**src/rtl/mips_pc_pkg.sv**
```systemverilog
// Shared types and constants for the PC / instruction-fetch stage.
//   state_e     : fetch FSM states
//   pc_sel_e    : next-PC source select
//   DEFAULT_*   : default reset PC and exception vector
//   is_misaligned() : true when an address is not word aligned
package mips_pc_pkg;

    typedef enum logic [1:0] {
        IDLE,
        FETCH,
        HOLD
    } state_e;

    typedef enum logic [1:0] {
        SEL_SEQ,
        SEL_BR,
        SEL_J,
        SEL_JR
    } pc_sel_e;

    localparam logic [31:0] DEFAULT_RESET_PC   = 32'h0000_0000;
    localparam logic [31:0] DEFAULT_EXC_VECTOR = 32'h0000_0180;

    function automatic logic is_misaligned(input logic [31:0] addr);
        return addr[1:0] != 2'b00;
    endfunction

endpackage

```
**src/rtl/pc_target_sel.sv**
```systemverilog
// Combinational next-PC selection.
// Ports:
//   pc          in  current instruction address
//   br_offset   in  sign-extended, shifted-left-2 branch offset
//   branch      in  conditional branch
//   br_cond     in  branch condition true
//   jump        in  J-type jump
//   jidx        in  26-bit jump index
//   jr          in  jump-register
//   jr_target   in  register value for jr
//   pc_plus4    out pc + 4 (wraps)
//   next_pc     out selected target, priority jr > jump > taken branch > pc+4
module pc_target_sel
    import mips_pc_pkg::*;
(
    input  logic [31:0] pc,
    input  logic [31:0] br_offset,
    input  logic        branch,
    input  logic        br_cond,
    input  logic        jump,
    input  logic [25:0] jidx,
    input  logic        jr,
    input  logic [31:0] jr_target,
    output logic [31:0] pc_plus4,
    output logic [31:0] next_pc
);

    logic [31:0] br_target;
    logic [31:0] j_target;
    pc_sel_e     sel;

    // 32-bit modulo arithmetic; carries out are discarded on purpose.
    assign pc_plus4  = pc + 32'd4;
    assign br_target = pc_plus4 + br_offset;
    assign j_target  = {pc_plus4[31:28], jidx, 2'b00};

    always_comb begin
        sel = SEL_SEQ;
        if (jr) begin
            sel = SEL_JR;
        end else if (jump) begin
            sel = SEL_J;
        end else if (branch && br_cond) begin
            sel = SEL_BR;
        end
    end

    always_comb begin
        next_pc = pc_plus4;
        unique case (sel)
            SEL_SEQ: next_pc = pc_plus4;
            SEL_BR:  next_pc = br_target;
            SEL_J:   next_pc = j_target;
            SEL_JR:  next_pc = jr_target;
            default: next_pc = pc_plus4;
        endcase
    end

endmodule

```
**src/rtl/pc_fetch_unit.sv**
```systemverilog
// Program counter and instruction-fetch stage.
// Fetches one instruction at a time over a req/ack memory handshake and hands
// it to decode via instr_valid/instr_ready. On each accept the PC advances to
// the priority-selected target from pc_target_sel.
// Optional feature macro: PC_MISALIGN_TRAP_EN
//   defined   : a misaligned target redirects to EXC_VECTOR, misalign is sticky
//   undefined : target[1:0] forced to 2'b00, misalign tied 0
// Ports:
//   clk, reset           clock, synchronous active-high reset
//   imem_req/addr        fetch request and address (addr == pc)
//   imem_ack/rdata       memory response
//   instr/instr_valid    registered instruction to decode
//   instr_ready          decode accepts instr
//   pc, pc_plus4         current address and pc + 4
//   br_offset, branch, br_cond, jump, jidx, jr, jr_target  next-PC controls
//   misalign             misaligned-target flag
module pc_fetch_unit
    import mips_pc_pkg::*;
#(
    parameter logic [31:0] RESET_PC   = DEFAULT_RESET_PC,
    parameter logic [31:0] EXC_VECTOR = DEFAULT_EXC_VECTOR
) (
    input  logic        clk,
    input  logic        reset,
    output logic        imem_req,
    output logic [31:0] imem_addr,
    input  logic        imem_ack,
    input  logic [31:0] imem_rdata,
    output logic [31:0] instr,
    output logic        instr_valid,
    input  logic        instr_ready,
    output logic [31:0] pc,
    output logic [31:0] pc_plus4,
    input  logic [31:0] br_offset,
    input  logic        branch,
    input  logic        br_cond,
    input  logic        jump,
    input  logic [25:0] jidx,
    input  logic        jr,
    input  logic [31:0] jr_target,
    output logic        misalign
);

    state_e      state_q, state_d;
    logic [31:0] pc_q, pc_d;
    logic [31:0] instr_q, instr_d;
    logic        valid_q, valid_d;
    logic        misalign_q, misalign_d;

    logic [31:0] next_pc;
    logic [31:0] target_pc;
    logic        trap;

    pc_target_sel u_target_sel (
        .pc        (pc_q),
        .br_offset (br_offset),
        .branch    (branch),
        .br_cond   (br_cond),
        .jump      (jump),
        .jidx      (jidx),
        .jr        (jr),
        .jr_target (jr_target),
        .pc_plus4  (pc_plus4),
        .next_pc   (next_pc)
    );

`ifdef PC_MISALIGN_TRAP_EN
    assign trap      = is_misaligned(next_pc);
    assign target_pc = trap ? EXC_VECTOR : next_pc;
`else
    logic unused_exc;
    assign unused_exc = ^EXC_VECTOR;
    assign trap       = 1'b0;
    assign target_pc  = next_pc & ~32'h0000_0003;
`endif

    always_comb begin
        state_d    = state_q;
        pc_d       = pc_q;
        instr_d    = instr_q;
        valid_d    = valid_q;
        misalign_d = misalign_q;
        imem_req   = 1'b0;
        unique case (state_q)
            IDLE: begin
                state_d = FETCH;
            end
            FETCH: begin
                imem_req = 1'b1;
                if (imem_ack) begin
                    instr_d = imem_rdata;
                    valid_d = 1'b1;
                    state_d = HOLD;
                end
            end
            HOLD: begin
                // Control inputs only matter in the accept cycle.
                if (instr_ready) begin
                    pc_d       = target_pc;
                    valid_d    = 1'b0;
                    misalign_d = misalign_q | trap;
                    state_d    = FETCH;
                end
            end
            default: begin
                state_d = IDLE;
            end
        endcase
    end

    always_ff @(posedge clk) begin
        if (reset) begin
            state_q    <= IDLE;
            pc_q       <= RESET_PC;
            instr_q    <= 32'h0;
            valid_q    <= 1'b0;
            misalign_q <= 1'b0;
        end else begin
            state_q    <= state_d;
            pc_q       <= pc_d;
            instr_q    <= instr_d;
            valid_q    <= valid_d;
            misalign_q <= misalign_d;
        end
    end

    assign imem_addr   = pc_q;
    assign pc          = pc_q;
    assign instr       = instr_q;
    assign instr_valid = valid_q;
`ifdef PC_MISALIGN_TRAP_EN
    assign misalign    = misalign_q;
`else
    logic unused_misalign;
    assign unused_misalign = misalign_q;
    assign misalign        = 1'b0;
`endif

endmodule

```
**config.mk**
```make
export PLATFORM = sky130hd
export DESIGN_NAME = pc_fetch_unit
export DESIGN_NICKNAME = d
export VERILOG_FILES = /design/src/rtl/mips_pc_pkg.sv /design/src/rtl/pc_target_sel.sv /design/src/rtl/pc_fetch_unit.sv
export SDC_FILE = /design/constraint.sdc
export NUM_CORES = 1
export LEC_CHECK = 0
export BUFFER_PORTS_ARGS = -buffer_cell sky130_fd_sc_hd__buf_2
export CORE_MARGIN = 1
export CORE_UTILIZATION = 43
export DETAILED_ROUTE_END_ITERATION = 7
export PLACE_DENSITY = 0.78
export SYNTH_ARGS = -nofsm -noshare
export SYNTH_HDL_FRONTEND = slang
export SYNTH_SLANG_ARGS = --single-unit
```
**constraint.sdc**
```tcl
create_clock -name clk -period 3.1 [get_ports clk]
set_clock_uncertainty 0.15 [all_clocks]
set_input_delay 0.62 -clock clk [delete_from_list [all_inputs] [get_ports clk]]
set_output_delay 0.62 -clock clk [all_outputs]
set_load 0.1 [all_outputs]
```
-- Word level (Yosys, flattened, before mapping)
Index checks and enable logic that the tools add are counted.
- equal/unequal tests: 7
- $add $sub $neg: 2
- mux-type cells: 11
- reductions and logical operators: 8
- operator list (cell ; number):
    one-hot mux 32 bit (4 select lines) ; 1
    adder 32 x 3 -> 32 bit, second input constant ; 1
    adder 32 bit ; 1
    two-way mux 2 bit ; 4
    == test 2 bit, second input constant ; 3
    one-hot mux 2 bit (3 select lines) ; 1
    AND reduction 2 bit ; 3
    == test 2 x 1 -> 1 bit, second input constant ; 2
    logical NOT 2 bit ; 2
    two-way mux 1 bit ; 4
    inequality test 2 bit, second input constant ; 2
    AND reduction 3 bit ; 1
    one-hot mux 1 bit (2 select lines) ; 1
    nonzero test 2 bit ; 1
    logical AND 1 bit ; 1
- input bits: 130
- flip-flop bits (word level): 65

-- Logic depth before layout (Yosys ltp)
- word-level depth: 6
- gate-level depth with buffers: 17

-- Cells and area by module
From an unflattened synthesis, not the netlist that was laid out.
- cell total of the unflattened synthesis: 728
- area total of the unflattened synthesis: 6079.6 um2
- modules (own cells, without submodules) (module ; area each (um2) ; cells an instance ; seq. area each (um2) ; times used):
    pc_fetch_unit ; 3240.6 ; 321 ; 1301.2 ; 1
    pc_target_sel ; 2839.0 ; 407 ; 0.0 ; 1

-- Worst setup path before layout
OpenSTA, ideal clock, no wires.
- path type: reg-to-reg
- from: register pc_q[2] (netlist: imem_addr[2])
- to: register pc_q[30] (netlist: imem_addr[30])
- setup time: 0.124 ns
- cell stages (with the launch flop): 15
- slack: -2.631 ns
- data arrival time: 5.457 ns
- path buffers: 0
- cells stage by stage: dfxtp_1 > and4_1 > nand4_2 > nor2_2 > nand2_1 > xnor2_1 > ha_1 > and3_1 > a221o_1 > a31o_2 > o21ai_1 > o221a_1 > nand2_1 > nand4_1 > nand3_1
- cells in the longest elaborated chain, start to end: 3
- RTL lines (item ; RTL line ; RTL):
    start: declaration ; pc_fetch_unit.sv:45 ; logic [31:0] pc_q, pc_d;
    start signal: assignment ; pc_fetch_unit.sv:120 ; pc_q <= pc_d;
    adder 32 x 3 -> 32 bit ; pc_target_sel.sv:33 ; assign pc_plus4 = pc + 32'd4;
    via pc_plus4[15] ; pc_fetch_unit.sv:33 ; output logic [31:0] pc_plus4,
    adder 32 bit ; pc_target_sel.sv:34 ; assign br_target = pc_plus4 + br_offset;
    one-hot mux 32 bit (4 select lines) ; pc_target_sel.sv:50 ; unique case (sel)
The timed path passes the listed nets, and every way through them passes these cells.
A chain may end at the register's enable or synchronous reset.

-- Worst setup path after layout
- from: register pc_q[2] (netlist: imem_addr[2])
- to: register pc_q[29] (netlist: imem_addr[29])
- cells in the longest elaborated chain, start to end: 3
- RTL lines (item ; RTL line):
    adder 32 x 3 -> 32 bit (*) ; pc_target_sel.sv:33
    adder 32 bit ; pc_target_sel.sv:34
    one-hot mux 32 bit (4 select lines) (*) ; pc_target_sel.sv:50
Mark *: on every way between the ends. The rest lies on a longest branch, timed or not.

==> reports/results.tsv <==
stage	metric	value	unit
synth	netlist_area	5582	um2
sta	setup_viol	22	
routing	wl_per_cell	18.30	um
die	core_area	12620	um2
sta	final-hold-violation-count	0	
worst_setup_path	cp.arrival	3.50	ns
pwr	total_power	0.003044	W
die	pin_count	261	
routing	antenna_left	0	
routing	dr_total_vias	7345	
pwr	pwr-share-seq	0.287	
routing	top_layer	met4	
synth	yosys.area.top_type	dfxtp_1	
die	rows	41	
worst_setup_path	timing.rr.start	imem_addr[2]$_SDFFE_PP0P_	
worst_setup_path	rr_worst_depth	14	
global_route	grt_max_degree	43	
routing	dr_wl_met3	2.273	mm
worst_setup_path	cp-end-kind	flip-flop	
pwr	p_leak	4.742	nW
final_layout	multi_input_area	4980	um2
global_route	grt_pass1_wl	35.04	mm
routing	drt_wl_total	23.81	mm
synth	synth_ff_type	dfxtp_1	
final_layout	fin_cells	1301	
synth	ys_ff_latch	65	
sta	grt_setup_unrepaired	yes	
sta	drv_slew	0	
pwr	p_int	0.001871	W
clock_tree	cts_tree	built	
synth	async_flop_share	0	
synth	synth-warning-count	0	
synth	syn_inst	748	
routing	drt-met1-wl	9.052	mm
synth	synth_edf_count	0	
place	gp_congestion	0.9231	
die	start_util	0.4423	
synth	synth.distinct_cells	78	
synth	seq_area_frac_synth	0.2331	
routing	dr.pass1.iters	6	
final_layout	syn_to_final_growth	75.25	%
final_layout	drive_above_1_share	0.5461	
sta	setup_ws	-0.3233	ns
clock_tree	clockBufferDepth	2	
clock_tree	clock_sinks	65	
die	die_w	115.9	um
synth	yosys-top-cells-area	dfxtp_1 (23%), nand2_1 (8.0%), a21oi_1 (7.7%)	
worst_setup_path	cp.required	3.18	ns
sta	relSlewSlack	0.3173	
routing	vias_per_cell	5.646	
final_layout	layout_common_cells	buf_2 (236), buf_4 (165), nand2_1 (108)	
pwr	powerDensity	311.2	nW/um2
sta	worstMarginPinSlew	1.020	ns
final_layout	final_common_cell	buf_2	
worst_setup_path	worstSetupStartpoint	imem_addr[2]$_SDFFE_PP0P_	
final_layout	final_area	9782	um2
synth	synth_top_area_frac	0.2331	
routing	drt_iter0_drc	550	
synth	avgSynthCellArea	7.462	um2
place	io_buffer_count	249	
final_layout	final_nets	1288	
place	dp.final_hpwl	16.96	mm
worst_setup_path	endpoint	imem_addr[29]$_SDFFE_PP0P_	
routing	drcViolationCount	0	
pwr	peakVddDrop	0.5382	mV
sta	max_clock_freq	0.2921	GHz
pwr	swShare	0.3852	
worst_setup_path	r2r_slack	-0.32	ns
final_layout	fillers	851	
worst_setup_path	cp-start-kind	flip-flop	
worst_setup_path	reg2reg_to	imem_addr[29]$_SDFFE_PP0P_	
global_route	grt_pass1_vias	7179	
clock_tree	cts_max_level	3	
pwr	power_frac_comb	0.355	
global_route	antenna_found_initial	1	
clock_tree	clk_pin_slew_worst_paths	0.06	ns
outcome	violations	setup timing	
min_path	hold_class	reg2reg	
global_route	grt.total_usage	0.3396	
clock_tree	clock_latency	0.34	ns
pwr	p_switching	0.001173	W
global_route	grt.overflow.total	0	
place	post_dp_cell_area	8760	um2
sta	fin_crit_sh	1.104	
sta	fin_hold_ws	0.2998	ns
final_layout	final-seq-area	1383	um2
sta	min_period	3.423	ns
die	dieArea	13440	um2
sta	tns	-4.834	ns
clock_tree	clockRootBuffer	clkbuf_16	
worst_setup_path	path_max_fanout	5	
place	place_inst	1260	
outcome	status	finished, violations left	
worst_setup_path	path_class	reg2reg	
die	die_y	115.9	um
job	cap_violations	0	
clock_tree	cts-buffers-inserted	9	
pwr	p_clk_frac	0.357	
routing	dr_wl_met2	11.48	mm
==> per-stage QoR <==
stage | setup WS, ns | util
2_1_floorplan | -0.9202 | -
3_3_place_gp | -0.3520 | 0.6941
3_5_place_dp | -0.3875 | 0.6941
4_1_cts | -0.2852 | 0.7491
5_1_grt | -0.4293 | 0.7751
6_report | -0.3233 | 0.7751
==> per-layer routing <==
| layer | up-vias | global-route usage |
|---|---|---|
| li1 | 3410 | - |
| met1 | 3378 | 0.4078 |
| met2 | 460 | 0.5690 |
| met3 | 97 | 0.07008 |
| met4 | 0 | 0.1829 |
| met5 | - | 0 |
==> worst min path at each step <==
stage          depth (start not counted)  slack [ns]               startpoint                      end
6_report                               2        0.30   instr[29]$_SDFFE_PP0P_   instr[29]$_SDFFE_PP0P_
5_1_grt                                2        0.32   instr[16]$_SDFFE_PP0P_   instr[16]$_SDFFE_PP0P_
4_1_cts                                2        0.30   instr[16]$_SDFFE_PP0P_   instr[16]$_SDFFE_PP0P_
3_5_place_dp                           2        0.29   instr[16]$_SDFFE_PP0P_   instr[16]$_SDFFE_PP0P_
3_3_place_gp                           2        0.29    instr[4]$_SDFFE_PP0P_    instr[4]$_SDFFE_PP0P_
2_1_floorplan                          2        0.38  state_q[0]$_SDFFE_PP0P_  state_q[0]$_SDFFE_PP0P_
==> flip-flops by register name, indices dropped and copies added, names as in the netlist <==
signal / cells
instr: 32
imem_addr: 30
instr_valid: 1
state_q: 2
==> cell type report <==
class,instances,share of cell area
multi-input cells,604,0.5091
repair buffers,431,0.2909
flip-flops and latches,65,0.1413
clock buffers,11,0.02597
well taps,172,0.02200
clock inverters,5,0.005884
inverters,12,0.004605
diodes,1,0.0002558
==> critical path, cell delays in order (launching register included) <==
cell and delay (ns):
dfxtp_4 0.35, buf_6 0.10, ha_4 0.12, and3_4 0.25, nor3b_4 0.32, xor2_4 0.21, ha_4 0.24, and2_4 0.14
a221o_1 0.30, a31o_4 0.25, a31oi_4 0.24, o21ai_2 0.14, buf_6 0.15, a221oi_2 0.23, o21ai_1 0.09
==> Yosys cell counts (all sizes together) (2+ instances only) <==
| master | count |
|---|---|
| nand2 | 119 |
| a21oi | 89 |
| dfxtp | 65 |
| nor2 | 58 |
| buf | 45 |
| o21ai | 41 |
| xnor2 | 35 |
| ha | 34 |
| clkbuf | 28 |
| nand3 | 21 |
| nor3 | 21 |
| and3 | 14 |
| o22ai | 13 |
| xor2 | 13 |
| nand4 | 12 |
| a21o | 11 |
| inv | 11 |
| a211oi | 10 |
| nand2b | 10 |
| a31oi | 7 |
| o211ai | 7 |
| a221oi | 6 |
| and4 | 6 |
| o21bai | 6 |
| o221ai | 6 |
| or3 | 6 |
| and2 | 5 |
| o31ai | 5 |
| a21boi | 4 |
| o21a | 4 |
| a221o | 3 |
| mux2i | 3 |
| nor2b | 3 |
| a2111oi | 2 |
| a311oi | 2 |
| a31o | 2 |
| a32oi | 2 |
| a41oi | 2 |
| nor3b | 2 |
| o22a | 2 |
==> kinds of logic (layout without fill, tap and decap cells) <==
logic type / Yosys count / after routing / share of synthesized area
other: 1 / 8 / 0.0006718
flip-flops: 65 / 65 / 0.2331
XOR/XNOR: 48 / 48 / 0.08272
adder cells (fa/ha/maj): 35 / 35 / 0.07980
multiplexers: 4 / 4 / 0.007398
AND/OR/NAND/NOR: 280 / 280 / 0.2441
AO/OA/AOI/OAI: 230 / 230 / 0.2690
buffers and inverters: 85 / 459 / 0.08316
==> what timing repair did <==
action                                  in CTS  in global routing
endpoints found under the setup margin      31                 28
setup buffers                               16                 12
resized for setup                           64                 57
hold buffers                                 0                  0
pin swaps                                   54                 48
==> power groups by stage <==
stage                     registers (W)  logic, W  clock network (W)
after floorplan                 0.00111  0.000485                  0
after global placement         0.000890  0.000986                  0
after detailed placement       0.000892  0.000996                  0
after CTS                      0.000874   0.00103            0.00109
after global routing           0.000879   0.00113            0.00113
final                          0.000875   0.00108            0.00109
No activity file was read; power rests on OpenSTA's default activity.
